==> config.mk <==
export PLATFORM = sky130hd
export DESIGN_NAME = s2mm_burst_writer
export DESIGN_NICKNAME = d
export VERILOG_FILES = /design/src/rtl/s2mm_pkg.sv /design/src/rtl/sync_fifo.sv /design/src/rtl/s2mm_burst_writer.sv
export SDC_FILE = /design/constraint.sdc
export NUM_CORES = 1
export LEC_CHECK = 0
export BUFFER_PORTS_ARGS = -buffer_cell sky130_fd_sc_hd__buf_4
export CAP_MARGIN = 20
export CELL_PAD_IN_SITES_DETAIL_PLACEMENT = 1
export CELL_PAD_IN_SITES_GLOBAL_PLACEMENT = 1
export CORE_UTILIZATION = 60
export CTS_BUF_LIST = sky130_fd_sc_hd__clkbuf_8
export CTS_CLUSTER_DIAMETER = 60
export DETAILED_ROUTE_END_ITERATION = 7
export PLACE_DENSITY_LB_ADDON = 0.1
export RECOVER_POWER = 50
export SYNTH_ARGS = -nofsm -noshare
export SYNTH_HDL_FRONTEND = slang
export SYNTH_SLANG_ARGS = --single-unit
export TNS_END_PERCENT = 30
==> constraint.sdc <==
create_clock -name aclk -period 9.1 [get_ports aclk]
set_clock_uncertainty 0.15 [all_clocks]
set_input_delay 1.82 -clock aclk [delete_from_list [all_inputs] [get_ports aclk]]
set_output_delay 1.82 -clock aclk [all_outputs]
set_load 0.01 [all_outputs]
==> src/rtl/s2mm_pkg.sv <==
// s2mm_pkg: shared FSM states, AXI constants and sizing helper for the stream-to-memory writer
package s2mm_pkg;
  typedef enum logic [1:0] {IDLE, ADDR, DATA, RESP} state_t;
  localparam logic [1:0] AXI_BURST_INCR = 2'b01;
  localparam logic [1:0] AXI_RESP_OKAY = 2'b00;
  function automatic int clog2(input int v);
    int r;
    r = 0;
    while ((1 << r) < v) r++;
    return r;
  endfunction
endpackage

==> src/rtl/sync_fifo.sv <==
// sync_fifo: single-clock FIFO with occupancy count, flush, and head read straight from storage
module sync_fifo #(
  parameter int DATA_WIDTH = 32,
  parameter int LOG_DEPTH = 5
) (
  input  logic                  aclk,
  input  logic                  aresetn,
  input  logic                  i_push,
  input  logic                  i_pop,
  input  logic                  i_flush,
  input  logic [DATA_WIDTH-1:0] i_din,
  output logic [DATA_WIDTH-1:0] o_head,
  output logic [LOG_DEPTH:0]    o_count,
  output logic                  o_full
);
  logic [DATA_WIDTH-1:0] r_mem [2**LOG_DEPTH];
  logic [LOG_DEPTH-1:0] r_wptr, r_rptr;
  logic [LOG_DEPTH:0] r_count;
  logic w_push, w_pop;
  assign o_full = r_count[LOG_DEPTH];
  assign w_push = i_push & ~o_full;
  assign w_pop = i_pop & (r_count != '0);
  assign o_head = r_mem[r_rptr];
  assign o_count = r_count;
  // pointers and occupancy; full is judged on the pre-pop count
  always_ff @(posedge aclk)
    if (!aresetn || i_flush) begin
      r_wptr <= '0;
      r_rptr <= '0;
      r_count <= '0;
    end else begin
      if (w_push) r_wptr <= r_wptr + 1'b1;
      if (w_pop) r_rptr <= r_rptr + 1'b1;
      r_count <= r_count + (LOG_DEPTH+1)'(w_push) - (LOG_DEPTH+1)'(w_pop);
    end
  // sample storage carries no reset
  always_ff @(posedge aclk)
    if (w_push) r_mem[r_wptr] <= i_din;
endmodule

==> src/rtl/s2mm_burst_writer.sv <==
// s2mm_burst_writer: buffers an unstallable sample stream and writes it to DDR as fixed INCR bursts
module s2mm_burst_writer
  import s2mm_pkg::*;
#(
  parameter int MM_ADDR_WIDTH = 32,
  parameter int DATA_WIDTH = 32,
  parameter int LOG_BURST = 4,
  parameter int LOG_FIFO_DEPTH = 5
) (
  input  logic                      aclk,
  input  logic                      aresetn,
  input  logic                      enable,
  input  logic [4:0]                log_length,
  input  logic [MM_ADDR_WIDTH-1:0]  buffer_address,
  output logic                      writing,
  output logic                      overflow,
  output logic                      error,
  input  logic [DATA_WIDTH-1:0]     s_axis_tdata,
  input  logic                      s_axis_tvalid,
  output logic [MM_ADDR_WIDTH-1:0]  m_axi_awaddr,
  output logic [7:0]                m_axi_awlen,
  output logic [2:0]                m_axi_awsize,
  output logic [1:0]                m_axi_awburst,
  output logic                      m_axi_awvalid,
  input  logic                      m_axi_awready,
  output logic [DATA_WIDTH-1:0]     m_axi_wdata,
  output logic [DATA_WIDTH/8-1:0]   m_axi_wstrb,
  output logic                      m_axi_wlast,
  output logic                      m_axi_wvalid,
  input  logic                      m_axi_wready,
  input  logic [1:0]                m_axi_bresp,
  input  logic                      m_axi_bvalid,
  output logic                      m_axi_bready
);
  localparam int BEATS = 2**LOG_BURST;
  localparam int SIZE = clog2(DATA_WIDTH/8);
  state_t r_state, w_next;
  logic [MM_ADDR_WIDTH-1:0] r_beat_offset, r_awaddr;
  logic [4:0] r_eff_log, w_eff_log;
  logic [LOG_BURST:0] r_beat;
  logic r_overflow, r_error;
  logic [LOG_FIFO_DEPTH:0] w_count;
  logic [DATA_WIDTH-1:0] w_head;
  logic [MM_ADDR_WIDTH:0] w_off_next;
  logic w_full, w_whs, w_last, w_flush, w_launch;
  assign w_eff_log = (log_length < 5'(LOG_BURST)) ? 5'(LOG_BURST) : log_length;
  assign w_whs = m_axi_wvalid & m_axi_wready;
  assign w_last = r_beat == (LOG_BURST+1)'(BEATS-1);
  assign w_off_next = {1'b0, r_beat_offset} + (MM_ADDR_WIDTH+1)'(BEATS);
  sync_fifo #(.DATA_WIDTH(DATA_WIDTH), .LOG_DEPTH(LOG_FIFO_DEPTH)) u_fifo (
    .aclk(aclk), .aresetn(aresetn), .i_push(enable & s_axis_tvalid), .i_pop(w_whs),
    .i_flush(w_flush), .i_din(s_axis_tdata), .o_head(w_head), .o_count(w_count), .o_full(w_full)
  );
  // state register
  always_ff @(posedge aclk)
    if (!aresetn) r_state <= IDLE;
    else r_state <= w_next;
  // next state and handshake outputs; a burst starts only once a whole burst is buffered
  always_comb begin
    w_next = r_state;
    w_flush = 1'b0;
    w_launch = 1'b0;
    m_axi_awvalid = 1'b0;
    m_axi_wvalid = 1'b0;
    m_axi_bready = 1'b0;
    case (r_state)
      IDLE: begin
        w_flush = ~enable;
        w_launch = enable && (w_count >= (LOG_FIFO_DEPTH+1)'(BEATS));
        w_next = w_launch ? ADDR : IDLE;
      end
      ADDR: begin
        m_axi_awvalid = 1'b1;
        w_next = m_axi_awready ? DATA : ADDR;
      end
      DATA: begin
        m_axi_wvalid = 1'b1;
        w_next = (m_axi_wready && w_last) ? RESP : DATA;
      end
      default: begin
        m_axi_bready = 1'b1;
        w_next = m_axi_bvalid ? IDLE : RESP;
      end
    endcase
  end
  // address, buffer offset, beat counter and sticky status flags
  always_ff @(posedge aclk)
    if (!aresetn) begin
      r_beat_offset <= '0;
      r_awaddr <= '0;
      r_eff_log <= '0;
      r_beat <= '0;
      r_overflow <= 1'b0;
      r_error <= 1'b0;
    end else begin
      if (enable && s_axis_tvalid && w_full) r_overflow <= 1'b1;
      if (w_flush) r_beat_offset <= '0;
      if (w_launch) begin
        r_awaddr <= buffer_address + (r_beat_offset << SIZE);
        r_eff_log <= w_eff_log;
      end
      if (w_whs) r_beat <= w_last ? '0 : r_beat + 1'b1;
      if (w_whs && w_last)
        r_beat_offset <= (w_off_next >= ((MM_ADDR_WIDTH+1)'(1) << r_eff_log)) ? '0 : w_off_next[MM_ADDR_WIDTH-1:0];
      if (m_axi_bvalid && m_axi_bready && m_axi_bresp != AXI_RESP_OKAY) r_error <= 1'b1;
    end
  assign m_axi_awaddr = r_awaddr;
  assign m_axi_awlen = 8'(BEATS-1);
  assign m_axi_awsize = 3'(SIZE);
  assign m_axi_awburst = AXI_BURST_INCR;
  assign m_axi_wdata = w_head;
  assign m_axi_wstrb = '1;
  assign m_axi_wlast = m_axi_wvalid & w_last;
  assign writing = w_whs;
  assign overflow = r_overflow;
  assign error = r_error;
endmodule
Word-level counts from Yosys, hierarchy flattened

Memories as Yosys holds them, arrays and structs flattened. A register that Yosys moved wholly into a read port is not among the register bits.
Cells that the tools add are included.

Register bits: 94
Memory bits (writable): 1,024
Input port bits: 78
Output and inout bits: 88
Logic and storage cells: 65
Memories: 1

Memories:

| memory       | depth | bits a word | rd ports | clocked after memory_dff | write ports | line            | text |
|---|---|---|---|---|---|---|---|
| u_fifo.r_mem | 32    | 32          | 1        | 1                        | 1           | sync_fifo.sv:16 | `logic [DATA_WIDTH-1:0] r_mem [2**LOG_DEPTH];` |

Add/sub/neg operators: 7
Magnitude comparators: 3
Equal/unequal tests: 3
Shift-type cells: 1
Mux-type cells: 19
Bitwise logic cells: 7
Reduce and logical (&&, ||, !) cells: 14

Operators by type and width:

| cell                  | count |
|---|---|
| $mux 32               | 3 |
| $add 32x5->33 const B | 1 |
| $ge 33x33->1          | 1 |
| $shl 1x5->33 const A  | 1 |
| $add 32x32->32        | 1 |
| $mux 5                | 4 |
| $add 5x1->5 const B   | 3 |
| $mux 1                | 9 |
| $logic_and 1x1->1     | 7 |
| $add 6x1->6           | 1 |
| $ge 6x5->1 const B    | 1 |
| $pmux 2 s3            | 1 |
| $reduce_bool 6->1     | 1 |
| $sub 6x1->6           | 1 |
| $and 1x1->1           | 5 |
| $eq 5x4->1 const B    | 1 |
| $lt 5x3->1 const B    | 1 |
| $mux 2                | 2 |
| $reduce_bool 2->1     | 2 |
| $reduce_or 3->1       | 1 |
| $eq 2x1->1 const B    | 1 |
| $eq 2x2->1 const B    | 1 |
| $logic_not 2->1       | 1 |
| $not 1->1             | 2 |
| 2 further kinds       | 2 |

Logic depth before layout (Yosys ltp)

Depth after elaboration: 6
Mapped depth: 17
Gate-level depth less buffers: 15

Modules after synthesis

A second synthesis with hierarchy kept.

Cell total of the unflattened synthesis: 2,706
Area total of the unflattened synthesis: 45,741.4 um2

By module, submodules not included:

| module            | times used | cells an instance | area each (um2) | seq. area each (um2) |
|---|---|---|---|---|
| sync_fifo         | 1          | 2,046             | 40,321.2        | 31,169.9 |
| s2mm_burst_writer | 1          | 660               | 5,420.2         | 1,481.4 |

Worst setup path before layout

No wires, ideal clock.

Path kind: input to register
Start: input enable
End: memory u_fifo.r_mem[15][0], enable pin
Library setup time: 422 ps
Arrival: 3,907 ps
Required time: 8,528 ps
Path slack: 4,621 ps
Cell stages on the path: 4
Buffers on the path: 1
Path through: and3_1 -> clkbuf_1 -> nand2_1 -> nor2_1

Cells in the longest elaborated chain, start to end: 4

RTL lines:

| item                         | line                    | text |
|---|---|---|
| start: declaration           | s2mm_burst_writer.sv:12 | `input logic enable,` |
| $and 1x1->1                  | s2mm_burst_writer.sv:51 | `.aclk(aclk), .aresetn(aresetn), .i_push(enable & s_axis_tvalid), .i_pop(w_whs),` |
| $and 1x1->1                  | sync_fifo.sv:21         | `assign w_push = i_push & ~o_full;` |
| net u_fifo.w_push            | sync_fifo.sv:19         | `logic w_push, w_pop;` |
| $mux 1                       | sync_fifo.sv:38         | `if (w_push) r_mem[r_wptr] <= i_din;` |
| $mux 1 (not written as such) | sync_fifo.sv:38         |  |
| end: declaration             | sync_fifo.sv:16         |  |

The timed path passes the listed nets, and every way through them passes these cells.

==> out/results.ini <==
[outcome]
status = finished with violations
violations = max-capacitance violations, max-slew violations

[clocking]
hold_buffers = 0
cts-root-buf = clkbuf_8
ctsLongestPathBuffers = 3
cts_setup_buffers = 0
clk_pin_slew_worst_paths_ns = 0.06
cts_sinks = 1119
clock_insertion_delay_worst_skew_ns = 0.82
cts_buffers = 175
cts_tree = built
h-tree-depth = 4
cts_resized = 0

[sta]
period_needed_ns = 5.994
max_slew_margin_pct = -21.12
setup-violations-final = 0
slew_viol_final = 35
worst_pin_slew_ns = 1.817
period_share_pct = 65.86
setup_tns_ns = 0
hold_slack_ns = 0.2969
timing.fmax_mhz = 166.8
rsz0062_at_grt = false
hold_violations = 0

[floorplanning]
fp.dieH_um = 276.6
core_area_um2 = 74570
pin_count = 166
rows = 100
dieArea_um2 = 76520
initial_core_util_pct = 60.68
die_x_um = 276.6

[setup_path]
crit_path_max_fanout = 58
criticalPathCategory = register to output port
cp_data_required_time_ns = 7.13
endpoint_kind = output port
r2r_end = r_beat_offset[30]$_SDFFE_PN0P_
arrival_ns = 4.02
cp-start-kind = register
r2r_cells = 14
r2r-start = r_beat_offset[4]$_SDFFE_PN0P_
timing.reg2reg.setup_slack_ns = 4.44

[logic_synthesis]
yosysWarnings = 0
synth_seq_cells = 1119
syn_avg_cell_area_um2 = 19.36
synth_top_area_share_pct = 67.95
synthCells = 2337
synth_top_area_cell = edfxtp_1
synth-edff-count = 1024
synthTopCellsByCount = 1024 x edfxtp_1, 320 x mux4_2, 169 x nand2_1
synth_ff_type = edfxtp_1
ys_async_sr_fraction_pct = 0
netlist_area_um2 = 45250
synth_cell_types = 69
synthTopCellsByArea = edfxtp_1 68%, mux4_2 16%, dfxtp_1 4.2%
post-synth-top-count-cell = edfxtp_1
ys_seq_area_share_pct = 72.15

[job]
cap_violations = 1

[worst_hold_path]
hp-class = register to register
hold_depth = 2
min_from = r_beat[4]$_SDFFE_PN0P_
whs_endpoint = r_beat[4]$_SDFFE_PN0P_

[drt]
drc = 0
drt-pass1-iter-count = 5
drtAntennaViolNets = 0
via_per_inst = 6.570
wl_per_cell_um = 32.56
routed_wl_um = 120800
vias = 24362
dr.first_iter.drc_count = 2620

[placed_design]
gp_congestion = 0.8429
place_inst = 3386
hpwl_um = 63030
portBuffers = 148

[final_layout]
final_nets = 2743
fin_cells = 3708
drive_gt1_share_pct = 28.29
area_growth_pct = 12.06

[grt]
grt_pass1_vias = 25499
grt-ovfl-total = 0
track_usage_pct = 32.13
antenna_found_initial = 5
grt_pass1_wl_um = 174700
grt_max_degree = 131

[power_and_ir_drop]
irDropWorstVdd_uv = 137.9
cellLeakagePower_nw = 16.37
powerDensity_nw_per_um2 = 194.2

[worst max path at each step]
stage | end | slack [ns] | cells after the start
2_1_floorplan | u_fifo.r_mem[15][0]$_DFFE_PP_ | 4.62 | 4
3_3_place_gp | m_axi_wdata[23] | 3.62 | 5
3_5_place_dp | m_axi_wdata[23] | 3.60 | 5
4_1_cts | m_axi_wdata[23] | 2.69 | 5
5_1_grt | m_axi_wdata[17] | 3.03 | 5
6_report | m_axi_wdata[20] | 3.11 | 5
[metrics by stage]
step	cell area [um2]	utilization, %	setup slack, ns	total power [mW]
after floorplan	45310	-	4.621	5.815
after CTS	50910	68.27	2.693	9.894
after detailed placement	47680	63.94	3.602	5.944
after global placement	47680	63.94	3.624	5.930
after global routing	50710	68.00	3.026	10.08
final	50710	68.00	3.106	9.847
[cell type report]
type                    count  area (um2)
well taps                 969        1212
flip-flops and latches   1119       32670
clock inverters           132       663.1
inverters                  38       143.9
repair buffers            195        1386
clock buffers             186        2560
fillers                  6158       23860
multi-input cells        1066       12070
diodes                      3       7.507
[kinds of logic after synthesis]
group                      Yosys count  synth area share [%]
DFF                               1119                 72.15
and+or+nand+nor                    412                 4.189
muxes                              354                 16.77
buffers and inverters              167                 1.656
AOI/OAI and AO/OA                  162                 2.278
adders and majority gates           70                 1.952
xor gates and xnor gates            51                0.9871
other                                2               0.01660
[critical path, cell delays in order (launching register included)]
cell and delay [ns]:
dfxtp_4 0.93, buf_4 0.76, mux4_2 0.45, mux4_2 0.50, mux2_2 0.32, buf_4 0.15
[per-layer routing]
layer,vias to the layer above,track usage (%),routed length (um)
li1,9970,-,-
met1,12915,43.13,46290
met2,1259,54.65,62600
met3,214,5.501,8885
met4,4,9.558,2949
met5,-,0,27
[power by group]
group	switching [mW]	internal [mW]	total, mW
logic	0.144	0.0630	0.207
clock network	2.03	1.98	4.01
registers	0.00727	5.62	5.63
[state kept, by name, indices dropped and copies added (netlist names), named ones only]
signal,flops
error,1
r_state,2
u_fifo.r_rptr,5
u_fifo.r_wptr,5
m_axi_awaddr,32
overflow,1
r_eff_log,5
u_fifo.r_mem,1024
r_beat_offset,28
u_fifo.o_count,6
r_beat,5
[layout by cell type, fill, tap and decap left out, types with 5 or more instances in the layout]
master    Yosys  final
inv_1        36     88
conb_1        2     17
xnor2_1      25     25
and2_1        6      6
dfxtp_1      95     90
o21bai_1      5      5
mux2_2       32     32
a41oi_1       5      5
clkinv_1      1     45
xor2_1       26     26
nand2b_1     20     20
buf_4        18    154
clkbuf_8      0    186
a211oi_1      8      8
o21ai_0      39     39
and4_1        7      7
ha_1         69     69
nor3_1       12     12
nand3b_1      6      6
or2_2         5      5
edfxtp_1   1024   1024
nor2_4        0     21
nor2_1      111     90
inv_6         0      7
nand2_1     169    170
a21oi_1      56     55
and3_1       10     10
nand3_1      28     28
mux4_2      320    320
a31oi_1       7      7
clkinv_2      0     21
a21o_1        7      7
nand4_1      12     12
clkbuf_1     71     36
Note: power is estimated with default switching activity, not from simulation.
